### config.mk
export PLATFORM = sky130hd
export DESIGN_NAME = hazard_unit
export DESIGN_NICKNAME = d
export VERILOG_FILES = /design/src/rtl/mips_pkg.sv /design/src/rtl/hazard_shadow_pipe.sv /design/src/rtl/hazard_unit.sv
export SDC_FILE = /design/constraint.sdc
export NUM_CORES = 1
export LEC_CHECK = 0
export BUFFER_PORTS_ARGS = -buffer_cell sky130_fd_sc_hd__clkbuf_2
export CAP_MARGIN = 20
export CORE_MARGIN = 5
export CORE_UTILIZATION = 50
export DETAILED_ROUTE_END_ITERATION = 10
export PLACE_DENSITY = 0.73
export SKIP_LAST_GASP = 1
export SLEW_MARGIN = 20
export SYNTH_ARGS = -nofsm -noshare
export SYNTH_HDL_FRONTEND = slang
export SYNTH_HIERARCHICAL = 1
export SYNTH_SLANG_ARGS = --single-unit
### constraint.sdc
create_clock -name clk -period 3.2 [get_ports clk]
set_clock_uncertainty 0.15 [all_clocks]
set_input_delay 0.64 -clock clk [delete_from_list [all_inputs] [get_ports clk]]
set_output_delay 0.64 -clock clk [all_outputs]
set_load 0.01 [all_outputs]
### src/rtl/mips_pkg.sv
// Shared constants and record types for the MIPS hazard controller:
// forwarding-select codes, stall FSM encoding and shadow-stage fields.
package mips_pkg;

  localparam logic [1:0] FWD_REG = 2'b00;
  localparam logic [1:0] FWD_WB  = 2'b01;
  localparam logic [1:0] FWD_MEM = 2'b10;

  localparam logic [0:0] ST_RUN   = 1'b0;
  localparam logic [0:0] ST_STALL = 1'b1;

  localparam int NUM_SHADOW = 3;  // EX, MEM, WB
  localparam int SH_EX  = 0;
  localparam int SH_MEM = 1;
  localparam int SH_WB  = 2;

  typedef struct packed {
    logic regwrite;
    logic memread;
  } stage_ctl_t;

  typedef struct packed {
    logic use_rs;
    logic use_rt;
  } src_use_t;

  // MEM has priority: it holds the younger result.
  function automatic logic [1:0] fwd_pick(input logic mem_hit, input logic wb_hit);
    if (mem_hit)     return FWD_MEM;
    else if (wb_hit) return FWD_WB;
    else             return FWD_REG;
  endfunction

endpackage

### src/rtl/hazard_shadow_pipe.sv
// Shadow copy of the EX/MEM/WB destination and write-enable fields,
// with a bubble inserted into EX whenever ID/EX is flushed.
module hazard_shadow_pipe
  import mips_pkg::*;
#(
  parameter int REG_AW = 5
) (
  input  logic              clk,
  input  logic              reset,
  input  logic              idex_flush,
  input  logic [REG_AW-1:0] id_rs,
  input  logic [REG_AW-1:0] id_rt,
  input  logic [REG_AW-1:0] id_dst,
  input  stage_ctl_t        id_ctl,
  input  src_use_t          id_use,
  output logic [REG_AW-1:0] ex_rs,
  output logic [REG_AW-1:0] ex_rt,
  output src_use_t          ex_use,
  output logic [REG_AW-1:0] ex_dst,
  output stage_ctl_t        ex_ctl,
  output logic [REG_AW-1:0] mem_dst,
  output stage_ctl_t        mem_ctl,
  output logic [REG_AW-1:0] wb_dst,
  output stage_ctl_t        wb_ctl
);

  logic [REG_AW-1:0] dst_reg [NUM_SHADOW];
  stage_ctl_t        ctl_reg [NUM_SHADOW];
  logic [REG_AW-1:0] ex_rs_reg;
  logic [REG_AW-1:0] ex_rt_reg;
  src_use_t          ex_use_reg;

  always_ff @(posedge clk) begin
    if (reset) begin
      for (int i = 0; i < NUM_SHADOW; i++) begin
        dst_reg[i] <= '0;
        ctl_reg[i] <= '0;
      end
      ex_rs_reg  <= '0;
      ex_rt_reg  <= '0;
      ex_use_reg <= '0;
    end else begin
      if (idex_flush) begin
        dst_reg[SH_EX] <= '0;
        ctl_reg[SH_EX] <= '0;
        ex_rs_reg      <= '0;
        ex_rt_reg      <= '0;
        ex_use_reg     <= '0;
      end else begin
        dst_reg[SH_EX] <= id_dst;
        ctl_reg[SH_EX] <= id_ctl;
        ex_rs_reg      <= id_rs;
        ex_rt_reg      <= id_rt;
        ex_use_reg     <= id_use;
      end
      for (int i = 1; i < NUM_SHADOW; i++) begin
        dst_reg[i] <= dst_reg[i-1];
        ctl_reg[i] <= ctl_reg[i-1];
      end
    end
  end

  assign ex_rs   = ex_rs_reg;
  assign ex_rt   = ex_rt_reg;
  assign ex_use  = ex_use_reg;
  assign ex_dst  = dst_reg[SH_EX];
  assign ex_ctl  = ctl_reg[SH_EX];
  assign mem_dst = dst_reg[SH_MEM];
  assign mem_ctl = ctl_reg[SH_MEM];
  assign wb_dst  = dst_reg[SH_WB];
  assign wb_ctl  = ctl_reg[SH_WB];

endmodule

### src/rtl/hazard_unit.sv
// Hazard controller beside decode: stall FSM for load-use / JR dependencies,
// control-transfer flushes, and EX / JR-target forwarding selects.
module hazard_unit
  import mips_pkg::*;
#(
  parameter int REG_AW = 5,
  parameter int FWD_W  = 2
) (
  input  logic              clk,
  input  logic              reset,
  input  logic [REG_AW-1:0] id_rs,
  input  logic [REG_AW-1:0] id_rt,
  input  logic [REG_AW-1:0] id_dst,
  input  logic              id_use_rs,
  input  logic              id_use_rt,
  input  logic              id_regwrite,
  input  logic              id_memread,
  input  logic              id_j,
  input  logic              id_jr,
  input  logic              ex_branch_taken,
  output logic              pc_write,
  output logic              ifid_write,
  output logic              ifid_flush,
  output logic              idex_flush,
  output logic [FWD_W-1:0]  fwd_a,
  output logic [FWD_W-1:0]  fwd_b,
  output logic [FWD_W-1:0]  fwd_jr
);

  stage_ctl_t        id_ctl;
  src_use_t          id_use;
  logic [REG_AW-1:0] ex_rs, ex_rt, ex_dst, mem_dst, wb_dst;
  src_use_t          ex_use;
  stage_ctl_t        ex_ctl, mem_ctl, wb_ctl;

  logic [0:0] state_reg, state_next;
  logic [1:0] cnt_reg, cnt_next;
  logic [1:0] stall_n;

  assign id_ctl.regwrite = id_regwrite;
  assign id_ctl.memread  = id_memread;
  assign id_use.use_rs   = id_use_rs;
  assign id_use.use_rt   = id_use_rt;

  hazard_shadow_pipe #(
    .REG_AW(REG_AW)
  ) u_shadow (
    .clk       (clk),
    .reset     (reset),
    .idex_flush(idex_flush),
    .id_rs     (id_rs),
    .id_rt     (id_rt),
    .id_dst    (id_dst),
    .id_ctl    (id_ctl),
    .id_use    (id_use),
    .ex_rs     (ex_rs),
    .ex_rt     (ex_rt),
    .ex_use    (ex_use),
    .ex_dst    (ex_dst),
    .ex_ctl    (ex_ctl),
    .mem_dst   (mem_dst),
    .mem_ctl   (mem_ctl),
    .wb_dst    (wb_dst),
    .wb_ctl    (wb_ctl)
  );

  // Use flags and the WB load bit ride along in the shadow but steer nothing here.
  logic [2:0] unused_bits;
  assign unused_bits = {ex_use, wb_ctl.memread};

  // Slot 0/1 = EX operands A/B, slot 2 = JR target read in ID.
  logic [REG_AW-1:0] fwd_src [3];
  logic [1:0]        fwd_sel [3];

  assign fwd_src[0] = ex_rs;
  assign fwd_src[1] = ex_rt;
  assign fwd_src[2] = id_rs;

  for (genvar gi = 0; gi < 3; gi++) begin : g_fwd
    logic mem_hit, wb_hit;
    assign mem_hit = mem_ctl.regwrite && !mem_ctl.memread &&
                     (mem_dst != '0) && (mem_dst == fwd_src[gi]);
    assign wb_hit  = wb_ctl.regwrite && (wb_dst != '0) && (wb_dst == fwd_src[gi]);
    assign fwd_sel[gi] = fwd_pick(mem_hit, wb_hit);
  end

  assign fwd_a  = FWD_W'(fwd_sel[0]);
  assign fwd_b  = FWD_W'(fwd_sel[1]);
  assign fwd_jr = FWD_W'(fwd_sel[2]);

  logic ex_writes_rs, mem_load_rs, ex_load_use;

  assign ex_writes_rs = ex_ctl.regwrite && (ex_dst != '0) && (ex_dst == id_rs);
  assign mem_load_rs  = mem_ctl.regwrite && mem_ctl.memread &&
                        (mem_dst != '0) && (mem_dst == id_rs);
  assign ex_load_use  = ex_ctl.regwrite && ex_ctl.memread && (ex_dst != '0) &&
                        ((id_use_rs && (id_rs == ex_dst)) || (id_use_rt && (id_rt == ex_dst)));

  // JR resolves its target in ID, so it waits for results ALU forwarding would cover.
  always_comb begin
    stall_n = 2'd0;
    if (id_jr && ex_writes_rs)     stall_n = ex_ctl.memread ? 2'd2 : 2'd1;
    else if (id_jr && mem_load_rs) stall_n = 2'd1;
    else if (ex_load_use)          stall_n = 2'd1;
  end

  always_comb begin
    pc_write   = 1'b1;
    ifid_write = 1'b1;
    ifid_flush = 1'b0;
    idex_flush = 1'b0;
    state_next = state_reg;
    cnt_next   = cnt_reg;
    case (state_reg)
      ST_RUN: begin
        if (stall_n != 2'd0) begin
          pc_write   = 1'b0;
          ifid_write = 1'b0;
          idex_flush = 1'b1;
          cnt_next   = stall_n - 2'd1;
          state_next = (stall_n - 2'd1 != 2'd0) ? ST_STALL : ST_RUN;
        end else if (id_j || id_jr) begin
          ifid_flush = 1'b1;
        end
      end
      ST_STALL: begin
        pc_write   = 1'b0;
        ifid_write = 1'b0;
        idex_flush = 1'b1;
        cnt_next   = cnt_reg - 2'd1;
        if (cnt_reg <= 2'd1) begin
          cnt_next   = 2'd0;
          state_next = ST_RUN;
        end
      end
      default: begin
        state_next = ST_RUN;
        cnt_next   = 2'd0;
      end
    endcase
    // A taken branch squashes whatever ID and IF hold, stall included.
    if (ex_branch_taken) begin
      pc_write   = 1'b1;
      ifid_write = 1'b1;
      ifid_flush = 1'b1;
      idex_flush = 1'b1;
      state_next = ST_RUN;
      cnt_next   = 2'd0;
    end
  end

  always_ff @(posedge clk) begin
    if (reset) begin
      state_reg <= ST_RUN;
      cnt_reg   <= 2'd0;
    end else begin
      state_reg <= state_next;
      cnt_reg   <= cnt_next;
    end
  end

endmodule

==> load_flow_metrics.sql <==
INSERT INTO impl_metrics (metric_group, metric, value, unit) VALUES
('placement', 'placedInstanceArea', '2237', 'sq um'),
('floorplan', 'core_region_area', '3633', 'sq um'),
('floorplan', 'dieWidth', '71.19', 'um'),
('grt', 'grt.overflow.total', '0', ''),
('synth', 'synthesis.area_per_instance', '11.01', 'sq um'),
('cts', 'cts_tree', 'yes', ''),
('cts', 'worst_skew_pair.late_latency', '0.28', 'ns'),
('sta', 'final_critical_path_setup_slack', '-0.08231', 'ns'),
('cts', 'cts-buffers-inserted', '5', ''),
('cts', 'clock_h_tree_levels', '2', ''),
('floorplan', 'fp.dieH', '71.19', 'um'),
('grt', 'globalRoute.busiestLayer', 'met2', ''),
('drt', 'drc', '0', ''),
('worst_setup_path', 'cp.arrival', '2.49', 'ns'),
('drt', 'routed_wl', '3.871', 'mm'),
('sta', 'setup_viol_count_final', '4', ''),
('final_layout', 'final_layout_size_suffix_gt1_frac', '0.3388', ''),
('sta', 'min_period_over_period', '1.026', ''),
('grt', 'met2_usage', '0.2837', ''),
('sta', 'hold_viol_final', '0', ''),
('placement', 'port_buffers', '33', ''),
('final_layout', 'nNetsFinal', '269', ''),
('final_layout', 'area_of_the_multi_input_gates', '1027', 'sq um'),
('pwr', 'vdd_ir_drop_max', '0.3197', 'mV'),
('final_layout', 'layout_overhead_on_the_synthesized_area', '28.14', '%'),
('sta', 'final.setup.tns', '-0.2534', 'ns'),
('final_layout', 'final-seq-area', '860.8', 'sq um'),
('cts', 'ctsLongestPathBuffers', '2', ''),
('synth', 'syn-instance-count', '170', ''),
('flow_run', 'max-cap-violations', '0', ''),
('sta', 'slew-limit-headroom', '0.4903', ''),
('sta', 'timing_max_transition_violations_final', '0', ''),
('placement', 'gp_congestion', '0.9226', ''),
('grt', 'grt_max_degree', '34', ''),
('grt', 'grt.met1_usage', '0.2004', ''),
('cts', 'clock-sinks', '33', ''),
('drt', 'routed_wire_length_per_instance', '13.21', 'um'),
('placement', 'place_worst_setup_slack', '-0.06053', 'ns'),
('grt', 'met3_track_usage_gr', '0.04261', ''),
('synth', 'netlist_area', '1872', 'sq um'),
('worst_setup_path', 'start_kind', 'flop', ''),
('worst_setup_path', 'worstPathCellList', 'buf_6 -> nor2b_4 -> a2111o_1 -> or4_4 -> nor3_4 -> o31ai_2 -> ha_2 -> nand2b_4 -> or2_2 -> clkbuf_2', ''),
('cts', 'clk_transition_reported_paths', '0.07', 'ns'),
('pwr', 'fin_total_pwr', '0.9358', 'mW'),
('outcome', 'outcome', 'complete, but fails checks', ''),
('worst_hold_path', 'min-delay-path-class', 'flop to flop', ''),
('final_layout', 'max_reg_flops', '15', ''),
('outcome', 'violations', 'negative setup slack', ''),
('pwr', 'pwr_density_cell', '390.2', 'nW/um^2'),
('drt', 'route.detailed.vias_per_inst', '4.863', ''),
('drt', 'dr_total_vias', '1425', ''),
('placement', 'hpwl', '2.944', 'mm'),
('floorplan', 'floorplan.initialDensity', '0.5152', ''),
('grt', 'grt_pass1_vias', '1531', ''),
('grt', 'groute.usage.overall', '0.1693', ''),
('synth', 'synth_warnings', '6', ''),
('worst_setup_path', 'startpoint_to_endpoint_class_of_the_critical_path', 'flop to primary output', ''),
('sta', 'final.min_clock_period', '3.282', 'ns'),
('floorplan', 'area_of_the_die', '5067', 'sq um'),
('drt', 'detail_route.iter0.violations', '46', ''),
('cts', 'cts.root.buffer_cell', 'sky130_fd_sc_hd__clkbuf_8', ''),
('final_layout', 'antenna_cells', '0', ''),
('final_layout', 'layout_filler_cell_count', '320', ''),
('worst_setup_path', 'critical_path_peak_fanout', '4', ''),
('final_layout', 'design_area', '2399', 'sq um'),
('sta', 'setup_repair_after_global_routing_missed_its_margin', 'true', ''),
('sta', 'max_freq', '304.7', 'MHz'),
('pwr', 'pleak', '0.9965', 'nW'),
('worst_setup_path', 'slowest_stage', 'sky130_fd_sc_hd__or4_4', ''),
('worst_setup_path', 'cp.required', '2.41', 'ns'),
('worst_setup_path', 'cpPeakStageDelay', '0.44', 'ns'),
('worst_setup_path', 'end_kind', 'primary output', ''),
('sta', 'worst_pin_slew', '0.7645', 'ns'),
('grt', 'grt_pass1_wl', '6.693', 'mm'),
('drt', 'ant_nets', '0', ''),
('floorplan', 'io_pins', '34', ''),
('drt', 'drtPass1Iterations', '4', ''),
('floorplan', 'num_rows', '22', ''),
('grt', 'grt_antenna_before_repair', '0', '');
==> area by class of cell <==
class,count,share of cell area
multi-input combinational,143,0.4283
sequential,33,0.3589
timing repair buffer,57,0.1455
clock buffer,5,0.02869
tap,48,0.02504
clock inverter,3,0.007303
inverter,4,0.006260
==> worst max-delay path, delay by kind of cell (launching register included) <==
| family | cells | cell delay [ns] |
|---|---|---|
| DFF | 1 | 0.43 |
| buffers and inverters | 2 | 0.26 |
| adders and majority gates | 1 | 0.22 |
| and+or+nand+nor | 5 | 0.88 |
| AOI/OAI and AO/OA | 2 | 0.42 |
==> layout by cell type (no fill, tap or decap), types with 2 or more instances in the layout <==
master,n
sky130_fd_sc_hd__clkbuf_2,31
sky130_fd_sc_hd__nor3b_1,10
sky130_fd_sc_hd__o21ai_2,2
sky130_fd_sc_hd__nor3_1,5
sky130_fd_sc_hd__o21ai_0,2
sky130_fd_sc_hd__xor2_1,18
sky130_fd_sc_hd__inv_1,4
sky130_fd_sc_hd__clkbuf_8,5
sky130_fd_sc_hd__conb_1,20
sky130_fd_sc_hd__nand2_1,6
sky130_fd_sc_hd__dfxtp_1,13
sky130_fd_sc_hd__nor2b_1,15
sky130_fd_sc_hd__edfxtp_1,20
sky130_fd_sc_hd__clkinv_2,2
sky130_fd_sc_hd__nor4_1,4
sky130_fd_sc_hd__or2_2,2
sky130_fd_sc_hd__nor3b_2,8
sky130_fd_sc_hd__nand3_1,6
sky130_fd_sc_hd__nor2_1,4
sky130_fd_sc_hd__o22ai_1,2
sky130_fd_sc_hd__or4_1,5
sky130_fd_sc_hd__buf_4,23
sky130_fd_sc_hd__xnor2_1,18
sky130_fd_sc_hd__buf_2,2
==> path summary, 6_finish.rpt <==
kind,startpoint,end,slack (ns),cells after the start
min reg2reg,cnt_reg[1],cnt_reg[1],0.40,2
max reg2reg,u_shadow/dst_reg[0][8],u_shadow/dst_reg[0][4],0.33,11
max,u_shadow/dst_reg[0][8],idex_flush,-0.08,10
min,cnt_reg[1],cnt_reg[1],0.40,2
==> where the power goes <==
group          total [mW]  leakage [nW]  internal (mW)  switching, mW
Clock               0.301        0.0439          0.150          0.152
Sequential          0.490         0.312          0.473         0.0170
Combinational       0.145         0.641         0.0753         0.0693
Total               0.936         0.997          0.698          0.238
==> metal layers <==
layer | vias to the layer above | routed length (um)
li1 | 730 | -
met1 | 650 | 1734
met2 | 35 | 1858
met3 | 10 | 188
met4 | 0 | 89
met5 | - | 0
==> repair_timing <==
item	in CTS	in global routing
hold buffers	0	0
resized for setup	9	3
pin swaps	2	2
endpoints found under the setup margin	4	4
buffers inserted	3	2
hold endpoints to repair	0	0
==> metrics by stage <==
step | cells | hold WS (ns) | utilization
6_report | 293 | 0.3958 | 0.6601
5_1_grt | 293 | 0.4449 | 0.6601
4_1_cts | 291 | 0.3971 | 0.6550
3_5_place_dp | 280 | 0.3833 | 0.6157
3_3_place_gp | 280 | 0.3709 | 0.6157
2_1_floorplan | 189 | 0.3389 | -
Power figures use the tool's default switching activity.
